[src/rtl/mc_datapath_pkg.sv]
// Shared definitions for the multi-cycle integer datapath.
// Latency: n/a (types and constants only).
// Backpressure: n/a.
package mc_datapath_pkg;

  // Opcodes (IR[31:27])
  localparam logic [4:0] OP_ADD  = 5'h01;
  localparam logic [4:0] OP_AND  = 5'h02;
  localparam logic [4:0] OP_MOV  = 5'h03;
  localparam logic [4:0] OP_LDW  = 5'h04;
  localparam logic [4:0] OP_STW  = 5'h05;
  localparam logic [4:0] OP_BR   = 5'h06;
  localparam logic [4:0] OP_JMP  = 5'h07;
  localparam logic [4:0] OP_JSR  = 5'h08;
  localparam logic [4:0] OP_JSRR = 5'h09;

  typedef enum logic [2:0] {
    IDLE, FETCH, DECODE, EXEC, MEM, WB, HALT
  } state_t;

  // Instruction field bit positions
  localparam int IR_OP_MSB   = 31;
  localparam int IR_OP_LSB   = 27;
  localparam int IR_NZP_MSB  = 26;
  localparam int IR_NZP_LSB  = 24;
  localparam int IR_IMMF     = 24;
  localparam int IR_DST_MSB  = 23;
  localparam int IR_DST_LSB  = 20;
  localparam int IR_SRC1_MSB = 19;
  localparam int IR_SRC1_LSB = 16;
  localparam int IR_SRC2_MSB = 11;
  localparam int IR_SRC2_LSB = 8;
  localparam int IR_IMM_MSB  = 15;
  localparam int IR_IMM_LSB  = 0;

  // Condition codes, ordered {p,z,n}
  localparam logic [2:0] CC_P = 3'b100;
  localparam logic [2:0] CC_Z = 3'b010;
  localparam logic [2:0] CC_N = 3'b001;

  function automatic logic is_legal(input logic [4:0] op);
    return (op >= OP_ADD) && (op <= OP_JSRR);
  endfunction

endpackage

[src/rtl/mc_regfile.sv]
// Integer register file: NUM_REGS x DATA_W, two async read ports, one sync write port.
// Latency: reads combinational, write visible after the clock edge.
// Backpressure: none; out-of-range indices read 0 and drop writes.
// Ports: clk, rst_n (async active-low, clears all regs), ra1/rd1, ra2/rd2, we/wa/wd.
module mc_regfile #(
  parameter int DATA_W   = 16,
  parameter int NUM_REGS = 8
) (
  input  logic              clk,
  input  logic              rst_n,
  input  logic [3:0]        ra1,
  output logic [DATA_W-1:0] rd1,
  input  logic [3:0]        ra2,
  output logic [DATA_W-1:0] rd2,
  input  logic              we,
  input  logic [3:0]        wa,
  input  logic [DATA_W-1:0] wd
);
  localparam int         AW = (NUM_REGS > 1) ? $clog2(NUM_REGS) : 1;
  localparam logic [4:0] NR = 5'(NUM_REGS);

  logic [DATA_W-1:0] regs [NUM_REGS];

  assign rd1 = ({1'b0, ra1} < NR) ? regs[ra1[AW-1:0]] : '0;
  assign rd2 = ({1'b0, ra2} < NR) ? regs[ra2[AW-1:0]] : '0;

  always_ff @(posedge clk or negedge rst_n) begin
    if (!rst_n) begin
      for (int i = 0; i < NUM_REGS; i++) regs[i] <= '0;
    end else if (we && ({1'b0, wa} < NR)) begin
      regs[wa[AW-1:0]] <= wd;
    end
  end
endmodule

[src/rtl/mc_datapath.sv]
// Multi-cycle integer datapath with external instruction/data memories on req/ack.
// Latency (zero-wait memory): ALU/branch 4 cycles, load/store 5; each wait state adds one.
// Backpressure: FETCH and MEM hold req and address/data stable until ack; lock=0 parks in IDLE after the current instruction.
// Ports: clk, rst_n; lock; imem_req/addr/ack/rdata; dmem_req/we/addr/wdata/ack/rdata;
//        pc_out, cc_out {p,z,n}, retire pulse, halted.
// Option: MC_DATAPATH_ILLEGAL_TRAP_EN traps illegal opcodes in HALT; otherwise they retire as NOPs.
module mc_datapath
  import mc_datapath_pkg::*;
#(
  parameter int DATA_W   = 16,
  parameter int NUM_REGS = 8,
  parameter int PC_W     = 16,
  parameter int LINK_REG = 7
) (
  input  logic              clk,
  input  logic              rst_n,
  input  logic              lock,
  output logic              imem_req,
  output logic [PC_W-1:0]   imem_addr,
  input  logic              imem_ack,
  input  logic [31:0]       imem_rdata,
  output logic              dmem_req,
  output logic              dmem_we,
  output logic [DATA_W-1:0] dmem_addr,
  output logic [DATA_W-1:0] dmem_wdata,
  input  logic              dmem_ack,
  input  logic [DATA_W-1:0] dmem_rdata,
  output logic [PC_W-1:0]   pc_out,
  output logic [2:0]        cc_out,
  output logic              retire,
  output logic              halted
);
  state_t            state, state_nxt;
  logic [31:0]       ir;
  logic [PC_W-1:0]   pc, next_pc_q, next_pc, pc_plus4, rel_target;
  logic [2:0]        cc, cc_new;
  logic [DATA_W-1:0] src1_q, src2_q, res_q, maddr_q;
  logic [DATA_W-1:0] rd1, rd2, imm_dw, opb, alu_res;
  logic signed [15:0] imm_s;
  logic [4:0]        op;
  logic [3:0]        dst_idx, src1_idx, src2_idx, rf_ra2, rf_wa;
  logic              is_mem, is_link, sets_cc, rf_we;

  assign op       = ir[IR_OP_MSB:IR_OP_LSB];
  assign dst_idx  = ir[IR_DST_MSB:IR_DST_LSB];
  assign src1_idx = ir[IR_SRC1_MSB:IR_SRC1_LSB];
  assign src2_idx = ir[IR_SRC2_MSB:IR_SRC2_LSB];
  assign imm_s    = ir[IR_IMM_MSB:IR_IMM_LSB];
  // Signed size casts sign-extend or truncate to the target width.
  assign imm_dw     = DATA_W'(imm_s);
  assign pc_plus4   = pc + PC_W'(4);
  assign rel_target = pc_plus4 + (PC_W'(imm_s) << 2);
  assign opb        = ir[IR_IMMF] ? imm_dw : src2_q;

  assign is_mem  = (op == OP_LDW) || (op == OP_STW);
  assign is_link = (op == OP_JSR) || (op == OP_JSRR);
  assign sets_cc = (op == OP_ADD) || (op == OP_AND) || (op == OP_MOV) || (op == OP_LDW);

  // Port 2 reads src2 in DECODE and the store-data register in MEM; registers
  // only change in WB, so the store data stays stable across wait states.
  assign rf_ra2 = (state == MEM) ? dst_idx : src2_idx;
  assign rf_we  = (state == WB) && (sets_cc || is_link);
  assign rf_wa  = is_link ? 4'(LINK_REG) : dst_idx;

  mc_regfile #(.DATA_W(DATA_W), .NUM_REGS(NUM_REGS)) u_rf (
    .clk(clk), .rst_n(rst_n),
    .ra1(src1_idx), .rd1(rd1),
    .ra2(rf_ra2),   .rd2(rd2),
    .we(rf_we), .wa(rf_wa), .wd(res_q)
  );

  always_comb begin
    alu_res = '0;
    next_pc = pc_plus4;
    case (op)
      OP_ADD:  alu_res = src1_q + opb;
      OP_AND:  alu_res = src1_q & opb;
      OP_MOV:  alu_res = opb;
      OP_BR:   if (|(ir[IR_NZP_MSB:IR_NZP_LSB] & cc)) next_pc = rel_target;
      OP_JMP:  next_pc = PC_W'(src1_q);
      OP_JSR:  begin alu_res = DATA_W'(pc_plus4); next_pc = rel_target;    end
      OP_JSRR: begin alu_res = DATA_W'(pc_plus4); next_pc = PC_W'(src1_q); end
      default: ;
    endcase
  end

  assign cc_new = res_q[DATA_W-1] ? CC_N : ((res_q == '0) ? CC_Z : CC_P);

  always_comb begin
    state_nxt = state;
    case (state)
      IDLE:   if (lock) state_nxt = FETCH;
      FETCH:  if (imem_ack) state_nxt = DECODE;
      DECODE: state_nxt = EXEC;
      EXEC: begin
        state_nxt = is_mem ? MEM : WB;
`ifdef MC_DATAPATH_ILLEGAL_TRAP_EN
        if (!is_legal(op)) state_nxt = HALT;
`endif
      end
      MEM:    if (dmem_ack) state_nxt = WB;
      WB:     state_nxt = lock ? FETCH : IDLE;
      HALT:   state_nxt = HALT;
      default: state_nxt = IDLE;
    endcase
  end

  always_ff @(posedge clk or negedge rst_n) begin
    if (!rst_n) state <= IDLE;
    else        state <= state_nxt;
  end

  always_ff @(posedge clk or negedge rst_n) begin
    if (!rst_n) begin
      pc        <= '0;
      ir        <= '0;
      cc        <= CC_Z;
      src1_q    <= '0;
      src2_q    <= '0;
      res_q     <= '0;
      maddr_q   <= '0;
      next_pc_q <= '0;
    end else begin
      case (state)
        FETCH:  if (imem_ack) ir <= imem_rdata;
        DECODE: begin src1_q <= rd1; src2_q <= rd2; end
        EXEC: begin
          res_q     <= alu_res;
          maddr_q   <= src1_q + imm_dw;
          next_pc_q <= next_pc;
        end
        MEM:    if (dmem_ack && !dmem_we) res_q <= dmem_rdata;
        WB: begin
          pc <= next_pc_q;
          if (sets_cc) cc <= cc_new;
        end
        default: ;
      endcase
    end
  end

  assign imem_req   = (state == FETCH);
  assign imem_addr  = pc;
  assign dmem_req   = (state == MEM);
  assign dmem_we    = (state == MEM) && (op == OP_STW);
  assign dmem_addr  = (state == MEM) ? maddr_q : '0;
  assign dmem_wdata = (state == MEM) ? rd2 : '0;
  assign pc_out     = pc;
  assign cc_out     = cc;
  assign retire     = (state == WB);
`ifdef MC_DATAPATH_ILLEGAL_TRAP_EN
  assign halted     = (state == HALT);
`else
  assign halted     = 1'b0;
`endif
endmodule
[config.mk]
export PLATFORM = sky130hd
export DESIGN_NAME = mc_datapath
export DESIGN_NICKNAME = d
export VERILOG_FILES = /design/src/rtl/mc_datapath_pkg.sv /design/src/rtl/mc_regfile.sv /design/src/rtl/mc_datapath.sv
export SDC_FILE = /design/constraint.sdc
export NUM_CORES = 1
export LEC_CHECK = 0
export BUFFER_PORTS_ARGS = -buffer_cell sky130_fd_sc_hd__buf_2
export CELL_PAD_IN_SITES_DETAIL_PLACEMENT = 1
export CELL_PAD_IN_SITES_GLOBAL_PLACEMENT = 1
export CORE_AREA = 2 2 178 180
export CTS_CLUSTER_SIZE = 16
export DETAILED_ROUTE_END_ITERATION = 6
export DIE_AREA = 0 0 180 182
export PLACE_DENSITY = 0.95
export REMOVE_ABC_BUFFERS = 1
export SLEW_MARGIN = 30
export SYNTH_ARGS = -nofsm -noshare
export SYNTH_HDL_FRONTEND = slang
export SYNTH_HIERARCHICAL = 1
export SYNTH_SLANG_ARGS = --single-unit
[constraint.sdc]
create_clock -name clk -period 9.26 [get_ports clk]
set_input_delay 0.926 -clock clk [delete_from_list [all_inputs] [get_ports clk]]
set_output_delay 0.926 -clock clk [all_outputs]
set_load 0.005 [all_outputs]
# ---- After elaboration in Yosys (flattened, before gate mapping)
# Cells that the tools add are included.
dict set report word_totals {
  reg_bits 262
  in_bits 53
  out_inout_bits 72
  elab_cells 103
}
dict set report classes {
  addsub 4
  magnitude_cmp 7
  n_eq_ne 19
  muxes 29
  n_bitwise 5
  reduce_logical 22
}
# operator n
set op_table {}
lappend op_table {{16-bit two-way mux} 12}
lappend op_table {{128-bit bitwise mux} 1}
lappend op_table {{16-bit binary-select mux with 3-bit select} 2}
lappend op_table {{16-bit case mux with 4 select lines} 1}
lappend op_table {{16-bit adder} 3}
lappend op_table {{16-bit demux with 3-bit select} 1}
lappend op_table {{16-bit case mux with 3 select lines} 1}
lappend op_table {{16-bit case mux with 2 select lines} 1}
lappend op_table {{3-bit case mux with 7 select lines} 1}
lappend op_table {{5-bit by 3-bit equality test with 1-bit output, second input constant} 4}
lappend op_table {{16-bit by 3-bit adder with 16-bit output, second input constant} 1}
lappend op_table {{16-bit AND} 1}
lappend op_table {{16-bit logical NOT} 1}
lappend op_table {{3-bit two-way mux} 5}
lappend op_table {{4-bit greater-or-equal comparator, second input constant} 3}
lappend op_table {{4-bit < comparator, second input constant} 3}
lappend op_table {{3-bit inverter with 4-bit output} 3}
lappend op_table {{5-bit by 2-bit equality test with 1-bit output, second input constant} 2}
lappend op_table {{5-bit by 4-bit equality test with 1-bit output, second input constant} 2}
lappend op_table {{3-bit equality test, second input constant} 3}
lappend op_table {{4-bit two-way mux} 2}
lappend op_table {{3-bit by 2-bit equality test with 1-bit output, second input constant} 2}
lappend op_table {{1-bit logical OR} 6}
lappend op_table {{2-bit by 1-bit inequality test with 1-bit output, second input constant} 3}
lappend op_table {{14 further kinds} 22}

# ---- Longest topological paths before layout
# Gate-level depths: netlist of run 1.
dict set report depth {
  depth_word 9
  ltp_mapped 15
  ltp_nobuf 10
}

# ---- Modules after synthesis
# Netlist of run 1, hierarchy kept.
# mod instances cells_per_inst area_per_inst_um2
set modules_own_cells {}
lappend modules_own_cells {mc_datapath 1 958 8909.8}
lappend modules_own_cells {mc_regfile 1 430 6849.1}

# ---- Least setup slack after synthesis of run 1
# Ideal clock, no wire load.
dict set report synth_timing {
  kind {register -> output}
  start {register state[0]}
  end {output port dmem_wdata[0]}
  t_arrival_ns 2.968
  t_required_ns 8.334
  path_slack_ns 5.366
  stages_incl_launch_ff 16
  path_buffers 6
  path_cell_list {dfrtp_1 buf_2 nor2_1 nand2_1 inv_1 clkbuf_1 clkbuf_1 clkbuf_1 nand2_1 nand2_1 buf_2 buf_2 mux4_2 mux2i_1 nor2_1 and2_1}
}
dict set report synth_via {
  elab_chain_cells 8
}
# item line
set synth_rtl {}
lappend synth_rtl {{from (decl)} mc_datapath.sv:33} ;# state_t state, state_nxt;
lappend synth_rtl {{from (signal assigned)} mc_datapath.sv:110} ;# else state <= state_nxt;
lappend synth_rtl {{3-bit equality test (*)} -}
lappend synth_rtl {{via dmem_req} mc_datapath.sv:22} ;# output logic dmem_req,
lappend synth_rtl {{4-bit two-way mux (*)} mc_datapath.sv:61} ;# assign rf_ra2 = (state == MEM) ? dst_idx : src2_idx;
lappend synth_rtl {{via rf_ra2[0]} mc_datapath.sv:41} ;# logic [3:0] dst_idx, src1_idx, src2_idx, rf_ra2, rf_wa;
lappend synth_rtl {{3-bit inverter with 4-bit output (not written as such)} mc_regfile.sv:25} ;# assign rd2 = ({1'b0, ra2} < NR) ? regs[ra2[AW-1:0]] : '0;
lappend synth_rtl {{16-bit binary-select mux with 3-bit select} mc_regfile.sv:25}
lappend synth_rtl {{16-bit two-way mux (not written as such) (2 in series)} mc_regfile.sv:25}
lappend synth_rtl {{16-bit two-way mux (*)} mc_regfile.sv:25}
lappend synth_rtl {{via rd2[0]} mc_datapath.sv:38} ;# logic [DATA_W-1:0] rd1, rd2, imm_dw, opb, alu_res;
lappend synth_rtl {{16-bit two-way mux (*)} mc_datapath.sv:147} ;# assign dmem_wdata = (state == MEM) ? rd2 : '0;
lappend synth_rtl {{to (decl)} mc_datapath.sv:25} ;# output logic [DATA_W-1:0] dmem_wdata,
# Mark *: on every way through the listed nets, which the timed path passes. The rest lies on a longest branch. The select of a mux whose other input is x is not followed.

# ---- Final worst setup path of run 1
dict set report layout_timing {
  start {register state[2]}
  end {output port dmem_wdata[7]}
}
dict set report layout_via {
  elab_chain_cells 8
}
# item line
set layout_rtl {}
lappend layout_rtl {{3-bit equality test (*)} mc_datapath.sv:61}
lappend layout_rtl {{4-bit two-way mux (*)} mc_datapath.sv:61}
lappend layout_rtl {{via rf_ra2[2]} mc_datapath.sv:41}
lappend layout_rtl {{3-bit inverter with 4-bit output (not written as such)} mc_regfile.sv:25}
lappend layout_rtl {{16-bit binary-select mux with 3-bit select} mc_regfile.sv:25}
lappend layout_rtl {{16-bit two-way mux (not written as such) (2 in series)} mc_regfile.sv:25}
lappend layout_rtl {{16-bit two-way mux (*)} mc_regfile.sv:25}
lappend layout_rtl {{via rd2[7]} mc_datapath.sv:38}
lappend layout_rtl {{16-bit two-way mux (*)} mc_datapath.sv:147}
# Marked as above.

==> metrics.md, run 1 <==
| Metric | Value |
|---|---|
| Status | completed |
| Synth top cells by count | 261 x dfrtp_1, 199 x mux2_2, 135 x nand2_1 |
| Slowest CP cell | dfrtp_1 |
| Rows | 65 |
| Cell count of the worst reg-to-reg path | 10 |
| Worst min-delay path category | in -> async |
| GR met1 Demand/Resource | 41.6% |
| Clk buf depth | 3 |
| Yosys top cell by area | dfrtp_1 |
| Gp weighted congestion | 0.896 |
| R2R Setup Slk | 5.32 ns |
| GRT Util Overall | 34.3% |
| Hold Buf Count CTS | 0 |
| Synthesized area per cell | 11.4 um2 |
| Mapped Cells | 1388 |
| Die area | 32800 um2 |
| Yosys warns | 6 |
| Synthesis-stage register bit count | 262 |
| Max frequency | 0.187 GHz |
| Skew-Pair Late Insertion Delay | 0.57 ns |
| Max cap viols | 0 |
| Slowest cell delay on critical path | 0.63 ns |
| Worst setup EP type | primary output |
| Global-route wire length before repair | 86900 um |
| Final Critical Period | 5.36 ns |
| Starting density of the core | 50.9% |
| Seq. cell area | 6560 um2 |
| Core Region | 31000 um2 |
| Chip Height | 182 um |
| Grt met2 use | 56.3% |
| Mapped Area | 15800 um2 |
| Static Leak | 0.00840 uW |
| Post-synth EDFFs | 0 |
| CTS tree | done |
| Vias in the first global route | 13981 |
| Top cells by area, synth | dfrtp_1 41%, mux2_2 14%, mux4_2 9.1% |
| Final Slew Violations | 0 |
| Largest family of logic cells by synthesized area | multiplexers |
| Cell area power density | 321 nW/um2 |
| Largest net degree at the start of global routing | 180 |
| CP Data Required Time | 8.33 ns |
| Slew headroom | 42.9% |
| Setup bufs post-CTS | 0 |
| Simple-gate area share of the yosys netlist | 11.5% |
| Vias per inst | 6.96 |
| Final Worst Setup Slack | 3.90 ns |
| Slew @ Worst Pin | 0.856 ns |
| Count leader, synth | dfrtp_1 |
| Final Hold Vio Count | 0 |
| WHS | 0.357 ns |
| Ports | 125 |
| Dpl cells | 1831 |
| H-tree depth | 1 |
| Yosys top cell area share | 41.4% |
| Final Routed Wirelength | 57500 um |
| Pre-Repair DR Iteration Count | 6 |
| Dpl ws | 4.92 ns |
| Layout cells sized above 1 | 33.4% |
| Post-synthesis compound-gate area fraction | 10.5% |
| Worst Setup Start Kind | flip-flop |
| Footprint of the multi-input gates | 8690 um2 |
| Tcrit/Tclk final | 57.9% |
| Ys async rst share | 100% |
| Overall Power | 5690 uW |
| VDD IR max | 0.144 mV |
| # setup viols final | 0 |
| RSZ-0062 raised after global routing | no |
| Critical Path Sink | dmem_wdata[7] |
| Most used cell, CP | nand2_1 |
| Final TNS setup | 0 ns |
| Initial DRC count | 1287 |
| Mux cell area share after synthesis | 26.9% |
| Fin nets | 1562 |
| Met3 Usage GRT | 7.10% |
| Post-route DRC | 0 |
| Number of buffers added on ports | 123 |
| Crit path arrival time | 4.43 ns |
| Total number of vias | 13116 |
| Clock sinks | 262 |
| Dominant synthesized flop cell | dfrtp_1 |
| Final cell count without fillers | 1885 |
| Register area share after synthesis | 41.6% |
| Chip width | 180 um |
| Grt total ovfl | 0 |
| Cts repair resizes | 0 |
| Dpl hpwl | 35200 um |
| Initial antenna violation count | 1 |
| CP cell instances | nand2_1 > clkinv_1 > buf_4 > nand2_1 > nand2_1 > buf_4 > mux4_2 > mux2i_1 > nor2_1 > and2_1 > buf_2 |
| Routed length per instance | 30.5 um |
| Crit path from | state[2] |
| R2r endpoint | src2_q[7] |
| Synth Area in Adders | 4.03% |
| Number of nets with antenna violations after routing | 0 |
| Fillers | 3205 |
| CP max FO | 56 |
| Crit path kind | reg -> out |
| Clock root cell | clkbuf_16 |
| Layer with the highest usage | met2 |
| CTS Buf Count | 28 |
| Area Overhead vs Synth | 12.3% |
| Clock Skews | 0.0204 ns |
| Reg clk slew, reported paths | 0.07 ns |
| Synth Area in XOR/XNOR | 1.83% |
| Worst reg2reg path startpoint | state[2] |
| Number of distinct library cells after synthesis | 77 |
## layer usage
metal,routed length [um],vias to the layer above
met1,21100,6608
met2,26900,909
li1,-,5272
met3,5240,327
met4,4250,0
met5,0,-
## area by class of cell
cell class                      count  share of cell area (%)
Antenna cell                        1                  0.0141
Clock buffer                       35                    4.45
Clock inverter                     17                    1.66
Inverter                           17                   0.360
Multi-Input combinational cell   1010                    49.1
Sequential cell                   262                    37.1
Tap cell                          402                    2.84
Timing Repair Buffer              141                    4.52
## where the power goes
part	switching, uW	internal [uW]
logic	1330	1010
registers	547	1450
clock network	521	825
total	2400	3280
## stage by stage
stage / area, um2 / utilization (%)
2_1_floorplan: 15300 / -
3_3_place_gp: 16500 / 53.4
3_5_place_dp: 16600 / 53.5
4_1_cts: 17700 / 57.0
5_1_grt: 17700 / 57.1
6_report: 17700 / 57.1
## worst min-delay path by stage
stage	start	to	depth (start not counted)	slack, ns
floorplan	next_pc_q[14]	imem_addr[14]	2	0.43
global placement	maddr_q[4]	maddr_q[4]	2	0.45
detailed placement	next_pc_q[0]	imem_addr[0]	2	0.46
CTS	rst_n	maddr_q[1]	1	0.40
global route	rst_n	maddr_q[1]	1	0.42
finish	rst_n	maddr_q[1]	1	0.36
## sequential cells by signal, summed over array words and instances (netlist names)
name,count
cc_out,3
maddr_q,16
ir,32
u_rf/regs,128
src2_q,16
next_pc_q,16
src1_q,16
imem_addr,16
res_q,16
state,3
## cells by family after synthesis
group	count (synthesis)
simple gates	370
mux	314
flops	262
compound gates	243
buf+inv	116
fa+ha+maj	49
xor+xnor	33
other cells	1
## critical path, delay by kind of cell, from the launching register on
kind	cells	cell delay, ns
buf+inv	4	1.37
simple gates	5	1.12
mux	2	0.71
flops	1	0.63
## layout by cell type, fill, tap and decap left out, drive strengths merged, types with 23 or more instances in the layout
master and count:
dfrtp 261, mux2 210, buf 141, nand2 135, nor2 87, mux4 64
o21ai 56, ha 46, a21oi 45, and2 43, mux2i 40, clkbuf 35
xnor2 23
Power figures use the tool's default switching activity.
==> run 2: changes to the inputs <==
CORE_AREA = 2 2 193 195   (was 2 2 178 180)
DIE_AREA = 0 0 195 197   (was 0 0 180 182)
PLACE_DENSITY = 0.87   (was 0.95)
clock period = 4.7 ns   (was 9.26 ns; I/O delays follow)
==> run 2 against run 1 <==
Net effect:
- core utilization down 8.3 points
- wire length shrank 12%
- setup slack got worse by 3.7 ns
- final cell count is 3.8% higher
- clock power rose by 81%
- die area increased by 17%
==> metrics.md, run 2 (same netlist as run 1, synthesis figures left out) <==
| Metric | Value |
|---|---|
| Hold endpoint | ir[1] |
| Global-route wire length before repair | 78700 um (-9.5%) |
| CTS Buf Count | 29 (+3.6%) |
| Skew-Pair Late Insertion Delay | 0.59 ns (+0.02 ns) |
| Area Overhead vs Synth | 12.4% |
| Clock sinks | 262 (unchanged) |
| Clock root cell | clkbuf_16 |
| Ports | 125 (unchanged) |
| Tcrit/Tclk final | 94.7% |
| CP Data Required Time | 4.23 ns (-4.10 ns) |
| Max frequency | 0.225 GHz |
| Crit path arrival time | 3.98 ns (-0.45 ns) |
| Slowest cell delay on critical path | 0.63 ns (about the same) |
| Reg clk slew, reported paths | 0.07 ns (about the same) |
| Vias per inst | 6.21 (-11%) |
| Top flop regs | u_rf/regs (128), ir (32) |
| Cell count of the worst reg-to-reg path | 10 (unchanged) |
| Clock Skews | 0.0242 ns (+0.00374 ns) |
| Comb pwr share | 41.2% (about the same) |
| Top reg by flops | u_rf/regs |
| Layout cells sized above 1 | 33.4% (about the same) |
| Fin nets | 1569 (+0.45%) |
| CP cell instances | nand2_1 > inv_2 > buf_6 > nand2_1 > nand2_1 > buf_4 > mux4_2 > mux2i_1 > nor2_1 > and2_1 > buf_2 |
| Chip Height | 197 um (+8.2%) |
| Max cap viols | 0 (unchanged) |
| Pre-Repair DR Iteration Count | 5 (-1) |
| Sequential power share | 35.9% (+0.8 points) |
| Max reg flops | 128 (unchanged) |
| R2R Setup Slk | 1.06 ns (-4.26 ns) |
| Routed length per instance | 25.7 um (-16%) |
| RSZ-0062 raised after global routing | no |
| Starting density of the core | 43.5% (-7.4 points) |
| Status | completed |
| Vias in the first global route | 13386 (-4.3%) |
| Worst Setup Start Kind | flip-flop |
| CP max FO | 56 (unchanged) |
| Leading cell type in the layout, fill and taps excluded | dfrtp_1 |
| Worst min-delay path category | in -> reg |
| Largest net degree at the start of global routing | 107 (-41%) |
| Chip width | 195 um (+8.3%) |
| Most used cell, CP | nand2_1 |
| Fillers | 3860 (+20%) |
| Sw frac | 40.9% (-1.3 points) |
| Number of buffers added on ports | 123 (unchanged) |
| Initial DRC count | 796 (-38%) |
| Post-route DRC | 0 (unchanged) |
| Slew @ Worst Pin | 0.837 ns (-0.0190 ns) |
| Cell area after layout | 17700 um2 (+0.11%) |
| Core Region | 36300 um2 (+17%) |
| Final Routed Wirelength | 50300 um (-12%) |
| Final Hold Vio Count | 0 (unchanged) |
| Slowest CP cell | dfrtp_1 |
| R2r endpoint | next_pc_q[13] |
| Gp weighted congestion | 0.908 (+1.3%) |
| Worst reg2reg path startpoint | imem_addr[3] |
| WHS | 0.114 ns (-0.243 ns) |
| Static Leak | 0.00839 uW (about the same) |
| Worst setup EP type | primary output |
| Cell area power density | 603 nW/um2 (+88%) |
| Clk buf depth | 3 (unchanged) |
| Final Slew Violations | 0 (unchanged) |
| VDD IR max | 0.347 mV (+140%) |
| Most frequent cells in the layout | 259 x dfrtp_1, 199 x mux2_2, 133 x nand2_1 |
| H-tree depth | 1 (unchanged) |
| Grt total ovfl | 0 (unchanged) |
| CTS tree | done |
| Final Critical Period | 4.45 ns |
| GRT Util Overall | 26.3% (-8.0 points) |
| Initial antenna violation count | 0 (-1) |
| Number of nets with antenna violations after routing | 0 (unchanged) |
| Area post-placement | 16700 um2 (+0.58%) |
| Int Pwr | 6310 uW (+92%) |
| Final TNS setup | 0 ns (unchanged) |
| # setup viols final | 0 (unchanged) |
| Worst Hold Path Cells | 3 |
| Dpl hpwl | 34900 um (-0.65%) |
| Hold_sp | imem_rdata[1] |
| Crit path kind | reg -> out |
| Die area | 38400 um2 (+17%) |
| Diodes inserted | 0 (-1) |
| Total number of vias | 12158 (-7.3%) |
| NetSw | 4370 uW (+82%) |
| Clock network fraction of total power | 22.9% (-0.8 points) |
| Rows | 70 (+7.7%) |
| Slew headroom | 44.2% (+1.3 points) |
## run 2: cell types whose count changed in the layout (fill, tap and decap cells not counted), sizes merged, moves of 2 or more
cell | previous run | this run
bufinv | 8 | 4
clkinv | 9 | 6
inv | 15 | 18
clkbuf | 35 | 42
clkinvlp | 2 | 0
buf | 141 | 146
## run 2: worst max path at each step
stage | depth (start not counted) | slack (ns) | startpoint | end
2_1_floorplan | 8 | 0.47 | state[2] | dmem_wdata[0]
6_report | 11 | 0.25 | state[2] | dmem_wdata[7]
3_3_place_gp | 11 | 1.14 | state[2] | dmem_wdata[12]
5_1_grt | 10 | 0.09 | state[2] | dmem_wdata[7]
4_1_cts | 11 | 0.15 | state[2] | dmem_wdata[7]
3_5_place_dp | 11 | 0.85 | state[2] | dmem_wdata[12]
## run 2: power groups by stage
stage | Sequential (uW) | Clock (uW) | Combinational (uW)
floorplan | 3490 | 0 | 3060
global placement | 3740 | 0 | 4100
detailed placement | 3820 | 0 | 4310
CTS | 3810 | 2490 | 4370
global route | 3910 | 2580 | 4770
finish | 3840 | 2450 | 4400
## run 2: per-stage QoR
stage | utilization (%) | setup WS (ns) | total power (uW) | cells
6_report | 48.9 | 0.251 | 10700 | 1957
5_1_grt | 48.9 | 0.0896 | 11300 | 1957
4_1_cts | 48.9 | 0.149 | 10700 | 1957
3_5_place_dp | 46.0 | 0.854 | 8140 | 1903
3_3_place_gp | 46.0 | 1.14 | 7840 | 1903
2_1_floorplan | - | 0.474 | 6550 | 1289
## run 2: routing by layer
layer / wire length, um / global-route usage [%]
met4: 2590 / 13.6
met1: 20100 / 31.5
met3: 2620 / 3.64
met5: 0 / 0
met2: 25000 / 46.4
## run 2: area by class of cell
class	instances	area (um2)	area share (%)
flip-flops and latches	262	6560	37.0
repair buffers	147	825	4.65
well taps	468	586	3.30
multi-input cells	1010	8670	48.9
clock buffers	42	855	4.82
clock inverters	11	166	0.939
inverters	17	63.8	0.360
## run 2: critical path: cells and delay by family (launching register included)
kind,cells,cell delay (ns)
DFF,1,0.63
muxes,2,0.60
buffers and inverters,4,1.16
and+or+nand+nor,5,0.96
## run 2: timing repair
action                                  4_1_cts  5_1_grt
endpoints found under the hold margin        32        0
endpoints found under the setup margin        0        5
resized for setup                             0        1
setup buffers                                 0        0
hold buffers                                  1        0
